<file path="config.mk">
export PLATFORM = sky130hd
export DESIGN_NAME = clock_request_join
export DESIGN_NICKNAME = d
export VERILOG_FILES = /design/src/rtl/clock_request_join.sv
export SDC_FILE = /design/constraint.sdc
export NUM_CORES = 1
export LEC_CHECK = 0
export CAP_MARGIN = 0
export CORE_MARGIN = 10
export CORE_UTILIZATION = 30
export CTS_BUF_LIST = sky130_fd_sc_hd__clkbuf_8 sky130_fd_sc_hd__clkbuf_16
export CTS_CLUSTER_DIAMETER = 100
export DETAILED_ROUTE_END_ITERATION = 10
export GPL_TIMING_DRIVEN = 0
export PLACE_DENSITY = 0.53
export SLEW_MARGIN = 20
export SYNTH_ARGS = -nofsm -noshare
export SYNTH_HDL_FRONTEND = slang
export SYNTH_SLANG_ARGS = --single-unit
</file>
<file path="constraint.sdc">
create_clock -name clock -period 4.95 [get_ports clock]
set_clock_uncertainty 0.05 [all_clocks]
set_input_delay 0.99 -clock clock [delete_from_list [all_inputs] [get_ports clock]]
set_output_delay 0.99 -clock clock [all_outputs]
set_load 0.05 [all_outputs]
</file>
<file path="src/rtl/clock_request_join.sv">
// Joins N child clock requests onto one upstream clock gate and fans its status back out.
// Optional CLOCK_JOIN_PROTOCOL_CHECK_EN adds a sticky protocol_error output for parent handshake violations.
module clock_request_join #(
   parameter int N_CHILD     = 4,
   parameter int HOLD_CYCLES = 8,
   parameter int HOLD_W      = 8
) (
   input  logic               clock,
   input  logic               reset,
   output logic               parent_request,
   input  logic               parent_ready,
   input  logic               parent_silent,
   input  logic               parent_starting,
   input  logic               parent_stopping,
   input  logic [N_CHILD-1:0] child_request,
   output logic [N_CHILD-1:0] child_ready,
   output logic               child_silent,
   output logic               child_starting,
   output logic               child_stopping
`ifdef CLOCK_JOIN_PROTOCOL_CHECK_EN
   ,
   output logic               protocol_error
`endif
);

   typedef enum logic [2:0] {SILENT, STARTING, RUN, LINGER, STOPPING} state_t;

   localparam logic [HOLD_W-1:0] HOLD_INIT = HOLD_W'(HOLD_CYCLES);

   state_t            state;
   logic [HOLD_W-1:0] hold_cnt;
   logic              any_req;
   logic              unused_status;

   assign any_req       = |child_request;
   assign unused_status = parent_starting ^ parent_stopping;

   // Outputs are registered alongside the state, so each transition sets them explicitly.
   always_ff @(posedge clock) begin
      if (reset) begin
         state          <= SILENT;
         hold_cnt       <= '0;
         parent_request <= 1'b0;
         child_ready    <= '0;
         child_silent   <= 1'b1;
         child_starting <= 1'b0;
         child_stopping <= 1'b0;
      end else begin
         child_ready <= '0;
         case (state)
            SILENT: if (any_req && parent_silent) begin
               state          <= STARTING;
               parent_request <= 1'b1;
               child_silent   <= 1'b0;
               child_starting <= 1'b1;
            end
            STARTING: if (parent_ready) begin
               state          <= RUN;
               child_starting <= 1'b0;
               child_ready    <= child_request;
            end
            RUN: begin
               if (!parent_ready) begin
                  state          <= STARTING;
                  child_starting <= 1'b1;
               end else if (!any_req) begin
                  if (HOLD_CYCLES == 0) begin
                     state          <= STOPPING;
                     parent_request <= 1'b0;
                     child_stopping <= 1'b1;
                  end else begin
                     state    <= LINGER;
                     hold_cnt <= HOLD_INIT;
                  end
               end else begin
                  child_ready <= child_request;
               end
            end
            LINGER: begin
               if (!parent_ready) begin
                  state          <= STARTING;
                  hold_cnt       <= '0;
                  child_starting <= 1'b1;
               end else if (any_req) begin
                  state       <= RUN;
                  hold_cnt    <= '0;
                  child_ready <= child_request;
               end else if (hold_cnt <= HOLD_W'(1)) begin
                  state          <= STOPPING;
                  hold_cnt       <= '0;
                  parent_request <= 1'b0;
                  child_stopping <= 1'b1;
               end else begin
                  hold_cnt <= hold_cnt - 1'b1;
               end
            end
            STOPPING: if (parent_silent) begin
               state          <= SILENT;
               child_stopping <= 1'b0;
               child_silent   <= 1'b1;
            end
            default: begin
               state          <= SILENT;
               hold_cnt       <= '0;
               parent_request <= 1'b0;
               child_silent   <= 1'b1;
               child_starting <= 1'b0;
               child_stopping <= 1'b0;
            end
         endcase
      end
   end

`ifdef CLOCK_JOIN_PROTOCOL_CHECK_EN
   logic       req_seen;
   logic       silent_low;
   logic [7:0] stop_cnt;
   logic       violation;

   // stop_cnt saturates; reaching 255 means this is at least the 256th such cycle.
   assign violation = (parent_ready && parent_silent)
                    || ((state == RUN || state == LINGER) && !parent_ready)
                    || (state == SILENT && !parent_silent && silent_low && !req_seen)
                    || (state == STOPPING && parent_ready && stop_cnt == 8'hff);

   always_ff @(posedge clock) begin
      if (reset) begin
         protocol_error <= 1'b0;
         req_seen       <= 1'b0;
         silent_low     <= 1'b0;
         stop_cnt       <= '0;
      end else begin
         if (parent_request) req_seen <= 1'b1;
         silent_low <= (state == SILENT) && !parent_silent;
         if (state == STOPPING && parent_ready)
            stop_cnt <= (stop_cnt == 8'hff) ? stop_cnt : stop_cnt + 8'd1;
         else
            stop_cnt <= '0;
         if (violation) protocol_error <= 1'b1;
      end
   end
`endif

endmodule

</file>
After elaboration in Yosys (flattened, before gate mapping)
Index checks and enable logic that the tools add are counted.
{"block": "word_totals", "out_inout_bits": 8, "word_cells": 78, "ff_bits": 19}
{"block": "classes", "bitwise_logic": 5, "addsub": 1, "n_reduce_logical": 14, "magnitude_cmp": 1, "n_mux": 35, "eq_ne": 15}
{"operator": "two-way mux 8 bit", "count": 5}
{"operator": "two-way mux 3 bit", "count": 8}
{"operator": "one-hot mux 8 bit (3 select lines)", "count": 1}
{"operator": "inequality test 2 bit, second input constant", "count": 9}
{"operator": "one-hot mux 3 bit (5 select lines)", "count": 1}
{"operator": "AND reduction 5 bit", "count": 3}
{"operator": "two-way mux 1 bit", "count": 12}
{"operator": "two-way mux 4 bit", "count": 3}
{"operator": "OR reduction 3 bit", "count": 4}
{"operator": "one-hot mux 1 bit (3 select lines)", "count": 3}
{"operator": "less-or-equal comparator 8 x 1 -> 1 bit, second input constant", "count": 1}
{"operator": "one-hot mux 4 bit (2 select lines)", "count": 1}
{"operator": "subtractor 8 x 1 -> 8 bit, second input constant", "count": 1}
{"operator": "== test 3 x 2 -> 1 bit, second input constant", "count": 2}
{"operator": "AND reduction 3 bit", "count": 2}
{"operator": "NOT 1 bit", "count": 5}
{"operator": "inequality test 4 bit, second input constant", "count": 1}
{"operator": "one-hot mux 1 bit (4 select lines)", "count": 1}
{"operator": "AND reduction 4 bit", "count": 1}
{"operator": "OR reduction 4 bit", "count": 1}
{"operator": "== test 3 x 1 -> 1 bit, second input constant", "count": 1}
{"operator": "== test 3 bit, second input constant", "count": 1}
{"operator": "zero test 3 bit", "count": 1}
{"operator": "inequality test 3 bit, second input constant", "count": 1}
{"operator": "other kinds (2)", "count": 2}

Logic depth before layout (Yosys ltp)
{"block": "logic_depth", "depth_word": 5, "mapped_depth": 7, "ltp_nobuf": 6}

Worst setup path after synthesis
OpenSTA, ideal clock, no wires.
{"block": "synth_timing", "kind": "input to register", "start": "in child_request[0]", "end": "reg hold_cnt[7]", "stages": 4, "setup_slack_ps": 2460, "path_buffers": 0, "arrival_time_ps": 2377, "path_cell_list": "nor4_4 -> and4b_1 -> or4b_2 -> nand3_1"}
{"block": "synth_between", "elab_chain_cells": 4}
{"element": "from (decl)", "line_no": "15", "text": "input logic [N_CHILD-1:0] child_request,"}
{"element": "OR reduction 4 bit (*)", "line_no": "35", "text": "assign any_req = |child_request;"}
{"element": "two-way mux 8 bit", "line_no": "84", "text": "end else if (any_req) begin"}
{"element": "two-way mux 8 bit", "line_no": "80", "text": "if (!parent_ready) begin"}
{"element": "one-hot mux 8 bit (3 select lines)", "line_no": "50", "text": "case (state)"}
{"element": "to (signal assigned)", "line_no": "94", "text": "hold_cnt <= hold_cnt - 1'b1;"}
{"element": "to (decl)", "line_no": "31", "text": "logic [HOLD_W-1:0] hold_cnt;"}
Every way passes the cells marked *; elsewhere a longest branch is shown, timed or not.
A chain may end at the register's enable or synchronous reset.

Final worst setup path
{"block": "layout_timing", "start": "in parent_ready", "end": "reg hold_cnt[7]"}
{"block": "layout_between", "elab_chain_cells": 2}
{"element": "from (decl)", "line_no": "11", "text": "input logic parent_ready,"}
{"element": "two-way mux 8 bit / inequality test 2 bit (equally long branches)"}
{"element": "one-hot mux 8 bit (3 select lines) / AND reduction 3 bit (equally long branches)"}
Parallel ways exist; a longest one is shown, timed or not.

==> results.md <==
Finish:
- The diode insertion count for antenna repair is 0.
- The core occupancy in the finished layout is slightly below 40%.
- The number of filler cells placed in the layout is 375.
- The synthesis-to-layout area growth is 23.4%.
- Once layout is complete, the cells apart from fillers number 200.
- The fraction of final layout cells with drive strength greater than 1 is 5.19%.
- The count of nets after finishing is about 170.

Clocking:
- In this run the deepest clock path goes through 2 buffers.
- The latest clock arrival within the worst-skew pair is 260 ps.
- In this run, post-CTS hold repair placed 0 buffers.
- The CTS sink count is 19.
- The number of buffers added for setup after CTS is 0.
- The maximum level of the CTS H-tree is 1.
- The clock root buffer master is sky130_fd_sc_hd__clkbuf_8.
- The number of buffers created by CTS is 3.
- TritonCTS built the clock tree.
- Clock-pin slew was measured on the worst setup and hold paths at 70 ps.
- The number of instances resized during post-cts repair is 0.

Placed design:
- The total half-perimeter wirelength after legalization and detailed placement is just over 2000 µm.
- In this run the tool buffered the top-level ports with 15 buffer cells.
- The congestion estimate from routability-driven global placement came to a little under 0.8.
- The count of placed standard cells including taps is between 150 and 200.

Worst setup path:
- The worst register-to-register path has a setup slack of about 2800 ps.
- The sort of element at the end of the critical path is a flop.
- The kind of critical path is in2reg.
- The startpoint class of the critical path is an input port.
- In this run the worst path has a maximum fanout of 8.
- Data on the critical path arrives at its endpoint at 3130 ps.
- The data required time at the worst endpoint is between 5000 and 6000 ps.

Die:
- After floorplanning, the core was divided into 21 placement rows.
- The total area inside the core boundary comes to 0.00342 mm².
- For this configuration, the core starts out at a cell density of 31.6%.
- In this run the count of I/O pins placed on the die edge is 18.
- The die is 80.0 µm tall.
- The die covers between 0.006 and 0.007 mm².
- The floorplan die width is 80.0 µm.

Global route:
- The first global-routing pass estimated 4770 µm of wire.
- The all-layer global routing usage is between 9 and 10%.
- The total overflow left after global routing is 0.
- The maximum number of pins on one net before global-route repair is 11.
- The number of antenna violations at the first check in global routing is 0.
- The number of global-route vias before repair was 1,021.

STA:
- The slew at the pin closest to its max-slew limit is 707 ps.
- The post-route minimum period is 2980 ps.
- Summed over all failing endpoints, the final setup total negative slack is 0 ps.
- Setup repair after global routing left no endpoint under its margin.
- The final setup violation count is 0.
- The worst pin sits at a relative slew slack of between 50% and 60%.
- The total count of max-transition violations in the final report is 0.
- The final critical path takes up 60.1% of the cycle.
- The maximum operating frequency is 336 MHz.
- The final number of hold-violating endpoints is 0.

Power:
- For this design the total switching power over the nets is 145 µW.
- Power spread over the standard cell area amounts to between 300 and 400 mW/mm².
- The share of total power dissipated in the clock network is 26.3%.
- Of the total power, combinational logic draws 32.5%.
- Net switching is a little over a third of the power.
- The internal portion of the total power is 271 µW.
- The sequential group share of total power is 41.2%.
- The static power due to leakage is 0.000512 µW.
- The worst-case IR drop observed on VDD is 159 µV.

Hold path:
- The class of the most critical hold timing path is reg2reg.

Synthesis:
- The mapped netlist covers 0.00108 mm².
- Summing the areas of all fa, ha and maj instances in the mapped netlist gives 3.25% of the synthesized area.
- The distinct cell type count of the synthesized netlist is 42.
- The synthesized netlist devotes 22.6% of its cell area to compound gates.
- The average instance in the mapped netlist occupies roughly 8.0 µm².
- The number of enable-type register cells in the synthesized netlist is 0.
- By area, the combinational part of the netlist is dominated by simple AND/OR/NAND/NOR gates.
- The synthesized netlist devotes 0% of its cell area to XOR and XNOR gates.
- The number of nets produced by synthesis is roughly 150.
- Counting flops and latches in the post-synthesis netlist gives 19.
- The mux share of post-synthesis cell area is 0%.
- The most used flip-flop cell after synthesis is sky130_fd_sc_hd__dfxtp_1.
- The share of the Yosys chip area taken by registers is 35.3%.
- Synthesis produced 135 cells.
- For this run, the number of Yosys warnings is 0.
- The fraction of registers with async set/reset is 0%.
- After Yosys synthesis, and, or, nand and nor cells account for between 30% and 40% of the synthesized area.

Routing:
- The number of nets with antenna violations after routing is 0.
- In the final routed layout, each cell accounts on average for 13.3 µm.
- In the routed layout, each cell is associated on average with a via count of ~5.2.
- In the routed design, unresolved DRC markers number 0.
- Across all layers, the routed design uses 1,043 vias.
- The count of routing violations after the opening detailed-route iteration is 66.
- The pre-antenna-repair detailed-routing pass consisted of 4 iterations.
- The total wirelength of the detailed-routed design is 2670 µm.

Run:
- Max-cap violations in this run came to 0.

Run status:
- The flow ran to the end, and the final reports show no timing, DRC or antenna violations.
[area by class of cell]
type / instances / area (µm²) / share of cell area (%)
inverters: 4 / 15.0 / 1.13
plain buffers: 8 / 38.8 / 2.91
multi-input cells: 104 / 644 / 48.4
repair buffers: 15 / 150 / 11.3
clock buffers: 3 / 41.3 / 3.10
flip-flops and latches: 19 / 380 / 28.6
clock inverters: 1 / 3.75 / 0.282
well taps: 46 / 57.6 / 4.32
[placed cells by master (no fill, tap or decap), types with 2 or more instances in the layout]
cell,instances
sky130_fd_sc_hd__o31a_1,2
sky130_fd_sc_hd__nor2_1,10
sky130_fd_sc_hd__o21a_1,2
sky130_fd_sc_hd__o211ai_1,2
sky130_fd_sc_hd__clkbuf_1,6
sky130_fd_sc_hd__o21ai_0,5
sky130_fd_sc_hd__nand2_1,14
sky130_fd_sc_hd__a21oi_1,8
sky130_fd_sc_hd__nand2b_1,3
sky130_fd_sc_hd__nand3_1,4
sky130_fd_sc_hd__o31ai_1,3
sky130_fd_sc_hd__nor4_1,5
sky130_fd_sc_hd__or3_1,5
sky130_fd_sc_hd__nor3_1,6
sky130_fd_sc_hd__and3_1,2
sky130_fd_sc_hd__and2_1,5
sky130_fd_sc_hd__nor2b_1,3
sky130_fd_sc_hd__clkdlybuf4s50_1,15
sky130_fd_sc_hd__inv_1,5
sky130_fd_sc_hd__a211oi_1,2
sky130_fd_sc_hd__ha_1,2
sky130_fd_sc_hd__dfxtp_1,19
sky130_fd_sc_hd__clkbuf_8,3
sky130_fd_sc_hd__a31oi_1,3
[sequential cells by signal (all words and copies together) (netlist names)]
register	count
hold_cnt	8
child_ready	4
state	3
child_silent	1
child_starting	1
child_stopping	1
parent_request	1
[worst paths after layout]
path                                     to  depth (start not counted)    startpoint
worst max-delay path            hold_cnt[7]                          6  parent_ready
worst min-delay path            hold_cnt[6]                          2   hold_cnt[6]
worst max register to register     state[2]                          6   hold_cnt[3]
worst min register to register  hold_cnt[6]                          2   hold_cnt[6]
[metal layers]
layer | wire [µm] | up-vias | GRT usage [%]
met5 | 0 | - | 0
met4 | 51 | 0 | 5.11
met3 | 72 | 5 | 2.14
met2 | 1270 | 11 | 14.7
met1 | 1280 | 484 | 11.1
li1 | - | 543 | -
[critical path, stage by stage]
cell                              delay [ps]
sky130_fd_sc_hd__clkdlybuf4s50_1         610
sky130_fd_sc_hd__and2_1                  160
sky130_fd_sc_hd__clkbuf_1                260
sky130_fd_sc_hd__and4b_1                 390
sky130_fd_sc_hd__or4b_2                  610
sky130_fd_sc_hd__nand3_1                 100
[kinds of logic (layout without fill, tap and decap cells)]
family                   Yosys count  after routing
flip-flops                        19             19
AO/OA/AOI/OAI                     36             36
AND/OR/NAND/NOR                   65             65
buffers and inverters             12             31
adder cells (fa/ha/maj)            3              3
[synth_stat cells (2+ instances only)]
| cell | count | area (µm²) |
|---|---|---|
| sky130_fd_sc_hd__nand2_1 | 14 | 52.6 |
| sky130_fd_sc_hd__inv_1 | 4 | 15.0 |
| sky130_fd_sc_hd__nor4_1 | 5 | 31.3 |
| sky130_fd_sc_hd__a211oi_1 | 2 | 15.0 |
| sky130_fd_sc_hd__nand3_1 | 4 | 20.0 |
| sky130_fd_sc_hd__and3_1 | 2 | 12.5 |
| sky130_fd_sc_hd__o31a_1 | 2 | 17.5 |
| sky130_fd_sc_hd__a31oi_1 | 3 | 18.8 |
| sky130_fd_sc_hd__nand2b_1 | 3 | 18.8 |
| sky130_fd_sc_hd__or3_1 | 5 | 31.3 |
| sky130_fd_sc_hd__clkbuf_1 | 6 | 22.5 |
| sky130_fd_sc_hd__o211ai_1 | 2 | 15.0 |
| sky130_fd_sc_hd__o31ai_1 | 3 | 22.5 |
| sky130_fd_sc_hd__dfxtp_1 | 19 | 380 |
| sky130_fd_sc_hd__and2_1 | 5 | 31.3 |
| sky130_fd_sc_hd__nor3_1 | 6 | 30.0 |
| sky130_fd_sc_hd__o21a_1 | 2 | 15.0 |
| sky130_fd_sc_hd__ha_1 | 2 | 25.0 |
| sky130_fd_sc_hd__nor2_1 | 10 | 37.5 |
| sky130_fd_sc_hd__a21oi_1 | 8 | 40.0 |
| sky130_fd_sc_hd__o21ai_0 | 5 | 25.0 |
| sky130_fd_sc_hd__nor2b_1 | 3 | 18.8 |
[power by group through the flow]
stage | sequential, µW | combinational (µW) | clock (µW)
after floorplan | 202 | 67.1 | 0
after global placement | 175 | 135 | 0
after detailed placement | 175 | 135 | 0
after CTS | 171 | 135 | 114
after global routing | 174 | 149 | 120
final | 171 | 135 | 109
[per-stage QoR]
step                worst slack [ps]  hold slack (ps)  cell area, µm²  total power [µW]
CTS                             1990              436            1330               421
finish                          1970              441            1330               416
global route                    1870              481            1330               442
global placement                1750              415            1290               310
detailed placement              1720              425            1290               310
floorplan                       2460              402            1080               270
No activity file was read; power rests on OpenSTA's default activity.
